<file path="src/rtl/controle_jogo_memoria_pkg.sv">
// Shared definitions for the memory-game control unit: state encoding,
// output bundle and the Moore output decode.
package controle_jogo_memoria_pkg;

  localparam int ESTADO_W = 4;

  typedef enum logic [ESTADO_W-1:0] {
    INICIAL        = 4'h0,
    PREPARACAO     = 4'h1,
    INICIO_RODADA  = 4'h2,
    MOSTRA         = 4'h3,
    PROX_MOSTRA    = 4'h4,
    ZERA_JOGADA    = 4'h5,
    ESPERA_JOGADA  = 4'h6,
    REGISTRA       = 4'h7,
    COMPARACAO     = 4'h8,
    PROXIMA_JOGADA = 4'h9,
    PROXIMA_RODADA = 4'hA,
    FIM_ACERTOU    = 4'hB,
    FIM_ERROU      = 4'hC,
    FIM_TIMEOUT    = 4'hD
  } estado_t;

  typedef struct packed {
    logic zera_e;
    logic conta_e;
    logic zera_r;
    logic conta_r;
    logic registra_r;
    logic zera_m;
    logic conta_m;
    logic zera_t;
    logic conta_t;
    logic mostra_leds;
    logic pronto;
    logic ganhou;
    logic perdeu;
    logic db_timeout;
  } saidas_t;

  // Outputs asserted in each state; everything else stays low.
  function automatic saidas_t decodifica_saidas(input estado_t estado);
    saidas_t s;
    s = '0;
    case (estado)
      PREPARACAO: begin
        s.zera_e = 1'b1;
        s.zera_r = 1'b1;
        s.zera_m = 1'b1;
        s.zera_t = 1'b1;
      end
      INICIO_RODADA: begin
        s.zera_e = 1'b1;
        s.zera_m = 1'b1;
      end
      MOSTRA: begin
        s.mostra_leds = 1'b1;
        s.conta_m     = 1'b1;
      end
      PROX_MOSTRA: begin
        s.conta_e = 1'b1;
        s.zera_m  = 1'b1;
      end
      ZERA_JOGADA: begin
        s.zera_e = 1'b1;
        s.zera_t = 1'b1;
      end
      ESPERA_JOGADA:  s.conta_t    = 1'b1;
      REGISTRA:       s.registra_r = 1'b1;
      PROXIMA_JOGADA: begin
        s.conta_e = 1'b1;
        s.zera_t  = 1'b1;
      end
      PROXIMA_RODADA: s.conta_r = 1'b1;
      FIM_ACERTOU: begin
        s.pronto = 1'b1;
        s.ganhou = 1'b1;
      end
      FIM_ERROU: begin
        s.pronto = 1'b1;
        s.perdeu = 1'b1;
      end
      FIM_TIMEOUT: begin
        s.pronto     = 1'b1;
        s.perdeu     = 1'b1;
        s.db_timeout = 1'b1;
      end
      default: s = '0;
    endcase
    return s;
  endfunction

endpackage

</file>
<file path="src/rtl/controle_jogo_memoria.sv">
// Moore control FSM for the memory-sequence game datapath. Outputs are
// decoded from the next state and registered so they track the state register.
module controle_jogo_memoria
  import controle_jogo_memoria_pkg::*;
(
  input  logic                clock,
  input  logic                reset,
  input  logic                iniciar,
  input  logic                jogada,
  input  logic                igual,
  input  logic                enderecoIgualRodada,
  input  logic                fimR,
  input  logic                fimM,
  input  logic                timeout,
  output logic                zeraE,
  output logic                contaE,
  output logic                zeraR,
  output logic                contaR,
  output logic                registraR,
  output logic                zeraM,
  output logic                contaM,
  output logic                zeraT,
  output logic                contaT,
  output logic                mostra_leds,
  output logic                pronto,
  output logic                ganhou,
  output logic                perdeu,
  output logic                db_timeout,
  output logic [ESTADO_W-1:0] db_estado
);

  estado_t estado_q, estado_d;
  saidas_t saidas_q, saidas_d;

  // State and output registers; reset clears both at once.
  always_ff @(posedge clock or negedge reset) begin
    if (!reset) begin
      estado_q <= INICIAL;
      saidas_q <= '0;
    end else begin
      estado_q <= estado_d;
      saidas_q <= saidas_d;
    end
  end

  // Next-state logic; unused encodings fall back to inicial.
  always_comb begin
    estado_d = estado_q;
    case (estado_q)
      INICIAL:        estado_d = iniciar ? PREPARACAO : INICIAL;
      PREPARACAO:     estado_d = INICIO_RODADA;
      INICIO_RODADA:  estado_d = MOSTRA;
      MOSTRA: begin
        if (!fimM) begin
          estado_d = MOSTRA;
        end else if (enderecoIgualRodada) begin
          estado_d = ZERA_JOGADA;
        end else begin
          estado_d = PROX_MOSTRA;
        end
      end
      PROX_MOSTRA:    estado_d = MOSTRA;
      ZERA_JOGADA:    estado_d = ESPERA_JOGADA;
      ESPERA_JOGADA: begin
        if (jogada) begin
          estado_d = REGISTRA;
        end else if (timeout) begin
          estado_d = FIM_TIMEOUT;
        end else begin
          estado_d = ESPERA_JOGADA;
        end
      end
      REGISTRA:       estado_d = COMPARACAO;
      COMPARACAO: begin
        if (!igual) begin
          estado_d = FIM_ERROU;
        end else if (!enderecoIgualRodada) begin
          estado_d = PROXIMA_JOGADA;
        end else if (fimR) begin
          estado_d = FIM_ACERTOU;
        end else begin
          estado_d = PROXIMA_RODADA;
        end
      end
      PROXIMA_JOGADA: estado_d = ESPERA_JOGADA;
      PROXIMA_RODADA: estado_d = INICIO_RODADA;
      FIM_ACERTOU, FIM_ERROU, FIM_TIMEOUT: begin
        if (iniciar) begin
          estado_d = PREPARACAO;
        end else begin
          estado_d = estado_q;
        end
      end
      default:        estado_d = INICIAL;
    endcase
  end

  // Output decode of the state being entered.
  always_comb begin
    saidas_d = decodifica_saidas(estado_d);
  end

  assign zeraE       = saidas_q.zera_e;
  assign contaE      = saidas_q.conta_e;
  assign zeraR       = saidas_q.zera_r;
  assign contaR      = saidas_q.conta_r;
  assign registraR   = saidas_q.registra_r;
  assign zeraM       = saidas_q.zera_m;
  assign contaM      = saidas_q.conta_m;
  assign zeraT       = saidas_q.zera_t;
  assign contaT      = saidas_q.conta_t;
  assign mostra_leds = saidas_q.mostra_leds;
  assign pronto      = saidas_q.pronto;
  assign ganhou      = saidas_q.ganhou;
  assign perdeu      = saidas_q.perdeu;
  assign db_timeout  = saidas_q.db_timeout;
  assign db_estado   = estado_q;

endmodule

</file>
<file path="config.mk">
export PLATFORM = sky130hd
export DESIGN_NAME = controle_jogo_memoria
export DESIGN_NICKNAME = d
export VERILOG_FILES = /design/src/rtl/controle_jogo_memoria_pkg.sv /design/src/rtl/controle_jogo_memoria.sv
export SDC_FILE = /design/constraint.sdc
export NUM_CORES = 1
export LEC_CHECK = 0
export BUFFER_PORTS_ARGS = -buffer_cell sky130_fd_sc_hd__buf_4
export CAP_MARGIN = 10
export CORE_MARGIN = 5
export CORE_UTILIZATION = 53
export DETAILED_ROUTE_END_ITERATION = 8
export PLACE_DENSITY = 0.93
export SLEW_MARGIN = 20
export SYNTH_ARGS = -nofsm -noshare
export SYNTH_HDL_FRONTEND = slang
export SYNTH_SLANG_ARGS = --single-unit
</file>
<file path="constraint.sdc">
create_clock -name clock -period 4.8 [get_ports clock]
set_input_delay 0 -clock clock [delete_from_list [all_inputs] [get_ports clock]]
set_output_delay 0 -clock clock [all_outputs]
set_load 0.03 [all_outputs]
</file>
**Word level (Yosys, flattened, before mapping)**

Cells that the tools add are included.

- Word-level logic and storage cells: 73
- Register bits: 17
- Input bits: 9

- Equality and inequality tests: 25
- Mux-type cells: 23
- Reduce and logical (&&, ||, !) cells: 11

Operators with widths:

| kind | count |
|---|---|
| $eq 4x4->1 const B | 11 |
| $pmux 4 s9 | 1 |
| $eq 4x3->1 const B | 8 |
| $eq 4x2->1 const B | 4 |
| $mux 1 | 16 |
| $reduce_or 3->1 | 5 |
| $mux 4 | 3 |
| $reduce_or 2->1 | 5 |
| $eq 4x1->1 const B | 2 |
| $mux 3 | 2 |
| $logic_not 4->1 | 1 |
| $mux 2 | 1 |

**Depth between registers and ports, before layout**

Gate-level depths: netlist of run 1.

- Depth in word-level cells: 7
- Gate-level depth with buffers: 8

**Worst setup path before layout of run 1**

Ideal clock, no wire load.

- Kind: register to register
- Start point: reg estado_q[1], in the netlist db_estado[1]
- End point: reg saidas_q, in the netlist zeraM
- Slack: 2.857 ns
- Required time: 4.723 ns
- Data arrival time: 1.866 ns
- Stages on the path, launching flop included: 8
- Cell sequence: dfrtp_1 -> buf_6 -> nor2_1 -> a211oi_2 -> a211oi_4 -> nor2_1 -> or4b_1 -> o21ai_1

RTL lines:

| element | RTL line | RTL |
|---|---|---|
| start: declaration | controle_jogo_memoria.sv:32 | `estado_t estado_q, estado_d;` |
| start signal: assignment | controle_jogo_memoria.sv:41 | `estado_q <= estado_d;` |
| end signal: assignment | controle_jogo_memoria.sv:42 | `saidas_q <= saidas_d;` |
| end: declaration | controle_jogo_memoria.sv:33 | `saidas_t saidas_q, saidas_d;` |

==> metrics.cfg, run 1 <==
[logic_synthesis]
synthAdderAreaFrac=0
synthTopCellsByCount=17 x dfrtp_1, 11 x nor2_1, 5 x a21oi_1, 5 x inv_1, 5 x nand2_1
postSynthCellCount=89
synth_top_area_share=0.477
yosys.area_share.simple=0.236
yosysWarningCount=0
yosys.cell_count.top_type=dfrtp_1
ys_top_cells_by_area=dfrtp_1 48%, nor2_1 4.6%, buf_6 3.8%, a21oi_1 2.8%, a211oi_4 2.2%
synth_mux_area_frac=0
async_flop_share=1.00
synth-seq-area-share=0.477
synth_flop_cell=dfrtp_1
synth.distinct_cells=40
synth.largest_area_cell=dfrtp_1
syn_area_sq_um=892
synth-edff-count=0
synth_top_family_by_area=simple AND/OR/NAND/NOR gates
synthXorXnorAreaFrac=0.00982
synth_compound_area_frac=0.199
ys_ff_latch=17
syn_avg_cell_area_sq_um=10.0
synth_nets=98

[final_layout]
ff_latch_area_sq_um=425
post-route-util=0.701
fin_area_sq_um=1090
syn2layout_area_growth_pct=22.6
fill_cells=114
antennaDiodeCount=0
drive_gt1_frac=0.333
multi_input_area_sq_um=397
nets=124
instances_no_fill=130

[status]
outcome=finished, final reports clean

[routing]
post-route-drc-count=0
highest_layer=met4
drt-met1-wl_microns=825
routedWlPerCell_microns=14.0
wirelength_mm=1.82
drt_iter0_drc=25
vias=709
drt_pass1_iterations=4
postRouteAntennaNets=0
routed-wl-met2_microns=896
wl_met3_microns=88
via_per_inst=5.45

[worst_setup_path]
crit_path_end_kind=flip-flop
worst-r2r-setup-slack_ns=2.72
r2r_cells=6
r2r-start=db_estado[3]
r2r_end=zeraM
cp-start-kind=flip-flop
cp.arrival_ns=2.30
cp_max_fo=14
crit_type=reg -> reg
critPathRequiredTime_ns=5.02
startpoint=db_estado[3]

[min_path]
hold_path.class=in -> reg
whs_endpoint=mostra_leds
min_path_cells=4
hold_start=fimM

[global_routing]
grt_pass1_vias=666
antenna_found_initial=0
grt_overflow=0
grt_max_degree=18
gr-usage-all-layers=0.149
grt_pass1_wl_mm=2.93

[clocking]
htreeDepth=1
clockBufferDepth=2
clkSlewWorstSetupHoldPaths_ns=0.10
root_buffer=clkbuf_4
post_cts_resized=0
post_cts_buffers=0
cts_buffers=3
cts_tree=yes
clk_latency_ns=0.29
clock-sinks=17

[placed_design]
dp_hpwl_mm=1.32
place_congestion=0.855
dp_cells=125
placed_area_sq_um=1060
port_buffers=26
dpl_worst_slack_ns=2.76

[floorplan]
ios=27
dieArea_sq_um=2600
die_h_microns=51.0
start_util=0.572
core_area_sq_um=1560
num_rows=14
fp.dieW_microns=51.0

[timing]
rsz0062_at_grt=no
slew_headroom=0.666
fin_tns_setup_ns=0
fmax_mhz=480
setup_ws_ns=2.72
hold_viol_final=0
tightest_slew_ns=0.498
min_period_ns=2.08
fin_skew_ns=0.000647
finalCritPeriodShare=0.434
finalSetupViolations=0
slew_viol_final=0

[job]
maxCapViolations=0

[pwr]
ir_drop_mv=0.405
p_leak_nw=0.537
powerDensity_nw_per_um2=756

logic make-up after synthesis:
family / Yosys count
xor gates and xnor gates: 1
DFF: 17
and+or+nand+nor: 37
AOI/OAI and AO/OA: 23
buffers and inverters: 11
flip-flops by register name (all words and copies together), names as in the netlist:
register	cells
zeraM	1
zeraT	1
perdeu	1
mostra_leds	1
pronto	1
contaR	1
contaE	1
db_estado	4
zeraR	1
db_timeout	1
zeraE	1
contaT	1
registraR	1
ganhou	1
what timing repair did:
item / in CTS / in global routing
endpoints found under the setup margin: 0 / 0
hold buffers: 1 / 0
endpoints found under the hold margin: 17 / 0
cells in the final DEF (no fill, tap or decap), types with 2 or more instances in the layout:
| cell | count |
|---|---|
| and3_1 | 2 |
| nand2b_1 | 3 |
| nor2_1 | 11 |
| o21ai_1 | 3 |
| nor2b_1 | 2 |
| nand2_1 | 5 |
| nor3_1 | 2 |
| inv_1 | 5 |
| dfrtp_1 | 17 |
| a21oi_1 | 5 |
| o21ai_0 | 2 |
| clkbuf_4 | 3 |
| buf_4 | 26 |
stage by stage:
stage               hold slack [ns]  total power, mW
floorplan                    -0.296            0.640
global placement             -0.135            0.735
detailed placement           -0.128            0.749
CTS                          0.0493            0.827
global route                 0.0819            0.884
finish                       0.0507            0.827
worst max-delay path by stage:
stage          endpoint  slack [ns]  cells after the start
2_1_floorplan     zeraM        2.86                      7
5_1_grt           zeraM        2.59                      6
3_3_place_gp      zeraM        2.81                      6
6_report          zeraM        2.72                      6
4_1_cts           zeraM        2.74                      6
3_5_place_dp      zeraM        2.76                      6
worst max-delay path: stages (launching register included):
cell     delay (ns)
dfrtp_1        0.60
or3b_2         0.50
o21ai_1        0.09
o21ai_1        0.18
nand2_1        0.12
or4b_1         0.44
o21ai_1        0.08
cell type report:
cell class | count | area share
repair buffers | 27 | 0.188
multi-input cells | 61 | 0.363
well taps | 16 | 0.0183
flip-flops and latches | 17 | 0.389
clock inverters | 1 | 0.00458
inverters | 5 | 0.0172
clock buffers | 3 | 0.0206
power breakdown:
group | internal [mW] | switching [mW] | total (mW) | leakage (nW)
sequential | 0.193 | 0.0623 | 0.255 | 0.223
clock | 0.0310 | 0.0449 | 0.0758 | 0.0177
combinational | 0.195 | 0.301 | 0.496 | 0.297
total | 0.418 | 0.408 | 0.827 | 0.537
routing by layer:
layer / vias to the layer above / track usage
li1: 362 / -
met1: 328 / 0.191
met2: 17 / 0.247
met3: 2 / 0.0349
met4: 0 / 0.0493
met5: - / 0
Note: power is estimated with default switching activity, not from simulation.
==> inputs of run 2 (changes only) <==
- ABC_AREA: not set -> 1
- CORE_UTILIZATION: 53 -> 49
- PLACE_DENSITY: 0.93 -> 0.87
- clock period: 4.8 -> 2 ns (I/O delays scaled with it)
==> metrics.cfg, run 2 <==
[final_layout]
nets=168  ; +35%
fill_cells=157  ; +38%
largest_reg_flops=4  ; unchanged
final_common_cell=nand2_1
antennaDiodeCount=0  ; unchanged
syn2layout_area_growth_pct=28.2
drive_gt1_frac=0.259  ; -0.0738
final_cell_mix=36 x nand2_1, 26 x buf_4, 24 x nor2_1

[min_path]
hold_path.class=in -> reg
whs_endpoint=mostra_leds
hold_start=fimM
min_path_cells=4  ; unchanged

[floorplan]
start_util=0.520  ; -0.0518
ios=27  ; unchanged
die_h_microns=53.1  ; +4.0%
fp.dieW_microns=53.1  ; +4.0%
dieArea_sq_um=2810  ; +8.1%
core_area_sq_um=1750  ; +12%
num_rows=15  ; +1

[job]
maxCapViolations=0  ; unchanged

[logic_synthesis]
synth_top_area_share=0.468  ; -0.00854
postSynthCellCount=128  ; +44%
ys_ff_latch=17  ; unchanged
synth.distinct_cells=16  ; -60%
yosysWarningCount=0  ; unchanged
yosys.cell_count.top_type=nand2_1
synth-seq-area-share=0.468  ; -0.00854
syn_area_sq_um=908  ; +1.8%
synth-edff-count=0  ; unchanged
syn_avg_cell_area_sq_um=7.10  ; -29%
synth_flop_cell=dfrtp_1
synth_nets=137  ; +40%
synth.largest_area_cell=dfrtp_1
synthTopCellsByCount=36 x nand2_1, 24 x nor2_1, 20 x inv_1
async_flop_share=1.00  ; unchanged
ys_top_cells_by_area=dfrtp_1 47%, nand2_1 15%, nor2_1 9.9%, inv_1 8.3%, nand3_1 7.7%

[global_routing]
grt_pass1_wl_mm=3.41  ; +17%
grt_max_degree=18  ; unchanged
antenna_found_initial=0  ; unchanged
grt_overflow=0  ; unchanged
gr-usage-all-layers=0.166  ; +0.0171
grt_pass1_vias=815  ; +22%

[worst_setup_path]
r2r_cells=8  ; +2
critPathSlowestCell=dfrtp_1
cp_max_fo=8  ; -6
cp.arrival_ns=1.85  ; -0.45 ns
slowest_delay_ns=0.47  ; -0.13 ns
worst-r2r-setup-slack_ns=0.34  ; -2.38 ns
crit_chain=nor2_1 -> nand3_1 -> nand2_1 -> nor2_1 -> nand2_1 -> nor2_1 -> o21ai_1 -> nand2_1
critPathTopFamily=simple AND/OR/NAND/NOR gates
critPathRequiredTime_ns=2.18  ; -2.84 ns
cp-start-kind=flip-flop
crit_path_end_kind=flip-flop
r2r_end=zeraE
r2r-start=db_estado[3]
path_buf_inv=0  ; unchanged
crit_type=reg -> reg

[timing]
hold_viol_final=0  ; unchanged
fin_skew_ns=0.000965  ; +0.000319 ns
tightest_slew_ns=0.416  ; -0.0819 ns
slew_headroom=0.721  ; +0.0558
slew_viol_final=0  ; unchanged
setup_ws_ns=0.337  ; -2.38 ns
fmax_mhz=601  ; +25%
finalCritPeriodShare=0.832  ; +0.398
finalSetupViolations=0  ; unchanged
fin_tns_setup_ns=0  ; unchanged
min_period_ns=1.66  ; -0.419 ns
rsz0062_at_grt=no

[routing]
post-route-drc-count=0  ; unchanged
postRouteAntennaNets=0  ; unchanged
via_per_inst=4.85  ; -11%
drt_pass1_iterations=4  ; unchanged
drt_iter0_drc=29  ; +16%
vias=887  ; +25%
routedWlPerCell_microns=11.1  ; -20%
wirelength_mm=2.04  ; +12%

[clocking]
clk_latency_ns=0.29  ; about the same
cts_tree=yes
clkSlewWorstSetupHoldPaths_ns=0.09  ; about the same
htreeDepth=1  ; unchanged
root_buffer=clkbuf_4
cts_buffers=3  ; unchanged
clock-sinks=17  ; unchanged
post_cts_resized=0  ; unchanged
clockBufferDepth=2  ; unchanged

[placed_design]
dp_hpwl_mm=1.71  ; +30%
port_buffers=26  ; unchanged
place_congestion=0.868  ; +1.6%
dpl_worst_slack_ns=0.383  ; -2.38 ns

[pwr]
p_leak_nw=0.717  ; +34%
powerDensity_nw_per_um2=1740  ; +130%
ir_drop_mv=0.853  ; +110%

[status]
outcome=finished, final reports clean

-- run 2: how the worst max path moves through the flow --
stage	startpoint	endpoint	slack [ns]	depth (start not counted)
final	db_estado[3]	zeraE	0.34	8
after floorplan	db_estado[2]	zeraE	0.48	9
after global placement	db_estado[3]	zeraE	0.46	8
after CTS	db_estado[3]	zeraE	0.37	8
after detailed placement	db_estado[3]	zeraE	0.38	8
after global routing	db_estado[3]	zeraE	0.16	8
-- run 2: logic make-up (layout without fill, tap and decap cells) --
logic type      after synthesis  count (layout)  share of synthesized area
simple gates                 81              81                      0.387
buf+inv                      24              54                      0.103
flops                        17              17                      0.468
compound gates                6               6                     0.0413
-- run 2: final cells by class --
class                   instances  area (sq um)  share of cell area
clock inverters                 1          5.00             0.00430
flip-flops and latches         17           425               0.365
clock buffers                   3          22.5              0.0193
multi-input cells              87           389               0.334
repair buffers                 27           205               0.176
well taps                      25          31.3              0.0269
inverters                      23          86.3              0.0741
-- run 2: stage by stage --
stage	instances	util	power [mW]	area [sq um]	hold slack, ns
3_3_place_gp	178	0.646	1.82	1130	-0.133
3_5_place_dp	178	0.646	1.85	1130	-0.130
4_1_cts	183	0.667	2.03	1160	0.0465
2_1_floorplan	128	-	1.48	908	-0.296
6_report	183	0.667	2.02	1160	0.0557
5_1_grt	183	0.667	2.20	1160	0.0682
-- run 2: layer usage --
metal | GRT usage | vias up | wire (microns)
met4 | 0.0468 | 0 | 26
met5 | 0 | - | 0
li1 | - | 448 | -
met1 | 0.210 | 393 | 857
met2 | 0.275 | 42 | 971
met3 | 0.0451 | 4 | 182
-- run 2: power breakdown --
part / switching [mW] / total [mW] / internal, mW
registers: 0.0844 / 0.552 / 0.468
clock network: 0.102 / 0.176 / 0.0744
logic: 0.891 / 1.30 / 0.404
total: 1.08 / 2.02 / 0.947
-- run 2: what timing repair did --
item | 4_1_cts | 5_1_grt
endpoints found under the hold margin | 17 | 0
hold buffers | 1 | 0
buffers inserted | 0 | 0
-- run 2: tightest hold or removal path, cell delays in order --
cell     delay, ns
buf_4         0.09
inv_1         0.03
nand3_1       0.12
nand2_1       0.07
==> inputs of run 3 (changes only) <==
- clock period: 2 -> 1.57 ns (I/O delays scaled with it)
==> metrics.cfg, run 3 (synthesis gave the netlist of run 2 again) <==
[final_layout]
instances_no_fill=186  ; +1.6%
final_common_cell=nand2_1
final_cell_mix=33 x nand2_1, 29 x buf_4, 19 x inv_1
multi_input_area_sq_um=443  ; +14%
antennaDiodeCount=0  ; unchanged
ff_latch_area_sq_um=430  ; +1.2%
drive_gt1_frac=0.391  ; +0.132
largest_reg_flops=4  ; unchanged
post-route-util=0.713  ; +0.0459
fill_cells=132  ; -16%
nets=171  ; +1.8%
fin_area_sq_um=1240  ; +6.9%
syn2layout_area_growth_pct=37.1

[worst_setup_path]
critPathRequiredTime_ns=1.79  ; -0.39 ns
crit_path_end_kind=flip-flop
crit_type=reg -> reg
startpoint=db_estado[0]
r2r-start=db_estado[0]
cp_max_fo=5  ; -3
cp-start-kind=flip-flop
cp.arrival_ns=1.74  ; -0.11 ns
r2r_end=contaE
r2r_cells=9  ; +1
worst-r2r-setup-slack_ns=0.05  ; -0.28 ns
endpoint=contaE

[floorplan]
fp.dieW_microns=53.1  ; unchanged
num_rows=15  ; unchanged
start_util=0.520  ; unchanged
core_area_sq_um=1750  ; unchanged
ios=27  ; unchanged
dieArea_sq_um=2810  ; unchanged
die_h_microns=53.1  ; unchanged

[pwr]
combPwrFrac=0.662  ; +0.022
ir_drop_mv=1.08  ; +27%
p_clk_frac=0.082  ; -0.005
powerDensity_nw_per_um2=2290  ; +32%
p_leak_nw=0.732  ; +2.1%
p_switching_mw=1.53  ; +42%
p_seq_frac=0.256  ; -0.017
sw_frac_of_total=0.538  ; +0.00586
p_total_mw=2.85  ; +41%
p_int_mw=1.32  ; +39%

[placed_design]
place_congestion=0.870  ; +0.21%
port_buffers=26  ; unchanged
dpl_worst_slack_ns=-0.0437  ; -0.427 ns
placed_area_sq_um=1130  ; +0.67%
dp_hpwl_mm=1.81  ; +5.8%
dp_cells=179  ; +0.56%

[routing]
drt_pass1_iterations=4  ; unchanged
drt_iter0_drc=38  ; +31%
via_per_inst=5.06  ; +4.4%
postRouteAntennaNets=0  ; unchanged
routedWlPerCell_microns=12.9  ; +16%
vias=941  ; +6.1%
post-route-drc-count=0  ; unchanged
wirelength_mm=2.40  ; +18%

[status]
outcome=finished, final reports clean

[timing]
fin_skew_ns=0.00438  ; +0.00342 ns
rsz0062_at_grt=yes
finalCritPeriodShare=0.967  ; +0.135
slew_viol_final=0  ; unchanged
finalSetupViolations=0  ; unchanged
hold_viol_final=0  ; unchanged
slew_headroom=0.814  ; +0.0930
whs_ns=0.0698  ; +0.0141 ns
tightest_slew_ns=0.277  ; -0.139 ns
fin_tns_setup_ns=0  ; unchanged
min_period_ns=1.52  ; -0.146 ns
setup_ws_ns=0.0521  ; -0.284 ns
fmax_mhz=659  ; +9.6%

[global_routing]
grt_max_degree=18  ; unchanged
gr-usage-all-layers=0.186  ; +0.0204
grt_overflow=0  ; unchanged
grt_pass1_vias=873  ; +7.1%
antenna_found_initial=0  ; unchanged
grt_pass1_wl_mm=3.79  ; +11%

[clocking]
cts_tree=yes
clockBufferDepth=2  ; unchanged
htreeDepth=1  ; unchanged
cts_buffers=3  ; unchanged
clkSlewWorstSetupHoldPaths_ns=0.10  ; about the same
root_buffer=clkbuf_4
clk_latency_ns=0.29  ; about the same
clock-sinks=17  ; unchanged

[min_path]
hold_path.class=in -> reg

[job]
maxCapViolations=0  ; unchanged

run 3: cell count changes in the layout (fill, tap and decap cells not counted), moves of 2 or more:
cell / previous run / this run
buf_4: 26 / 29
dfrtp_1: 17 / 13
dfrtp_2: 0 / 4
nand2_1: 36 / 33
nand2_2: 1 / 4
nand3_1: 14 / 12
nand3_2: 2 / 4
nor2_1: 24 / 15
nor2_2: 1 / 8
nor2_4: 0 / 2
run 3: per-layer routing:
metal | wire length [microns] | part of all wire | up-vias | GRT usage
li1 | - | - | 459 | -
met4 | 17 | 0.0071 | 0 | 0.0638
met5 | 0 | 0 | - | 0
met2 | 1210 | 0.51 | 51 | 0.324
met3 | 183 | 0.076 | 2 | 0.0282
met1 | 983 | 0.41 | 429 | 0.232
run 3: worst min path at each step:
| stage | from | to | slack [ns] | depth (start not counted) |
|---|---|---|---|---|
| after floorplan | reset | contaE | -0.30 | 0 |
| after CTS | fimM | mostra_leds | 0.05 | 4 |
| after global placement | reset | db_estado[0] | -0.13 | 1 |
| final | fimM | mostra_leds | 0.07 | 4 |
| after detailed placement | reset | db_estado[1] | -0.13 | 1 |
| after global routing | fimM | mostra_leds | 0.09 | 4 |
run 3: critical path, stage by stage (launching register included):
cell and delay, ns:
dfrtp_2 0.46, nand2_1 0.14, inv_1 0.10, nand3_1 0.13, nand2_1 0.08, nor2_2 0.12
inv_1 0.07, nor2_2 0.14, nand2_1 0.10, o21ai_2 0.11
run 3: layout make-up:
cell class | instances | share of cell area
Timing Repair Buffer | 30 | 0.183
Clock buffer | 4 | 0.0211
Sequential cell | 17 | 0.346
Multi-Input combinational cell | 87 | 0.356
Tap cell | 25 | 0.0251
Inverter | 23 | 0.0693
run 3: what timing repair did:
item,in CTS,in global routing
hold buffers,1,0
hold endpoints to repair,17,0
resized for setup,1,21
setup endpoints to repair,4,12
buffers inserted,0,2
pin swaps,0,2
run 3: power groups by stage:
stage	logic, mW	registers, mW	clock network, mW
finish	1.89	0.731	0.232
global route	2.07	0.746	0.257
CTS	1.70	0.703	0.232
detailed placement	1.68	0.708	0
global placement	1.63	0.703	0
floorplan	0.883	1.00	0
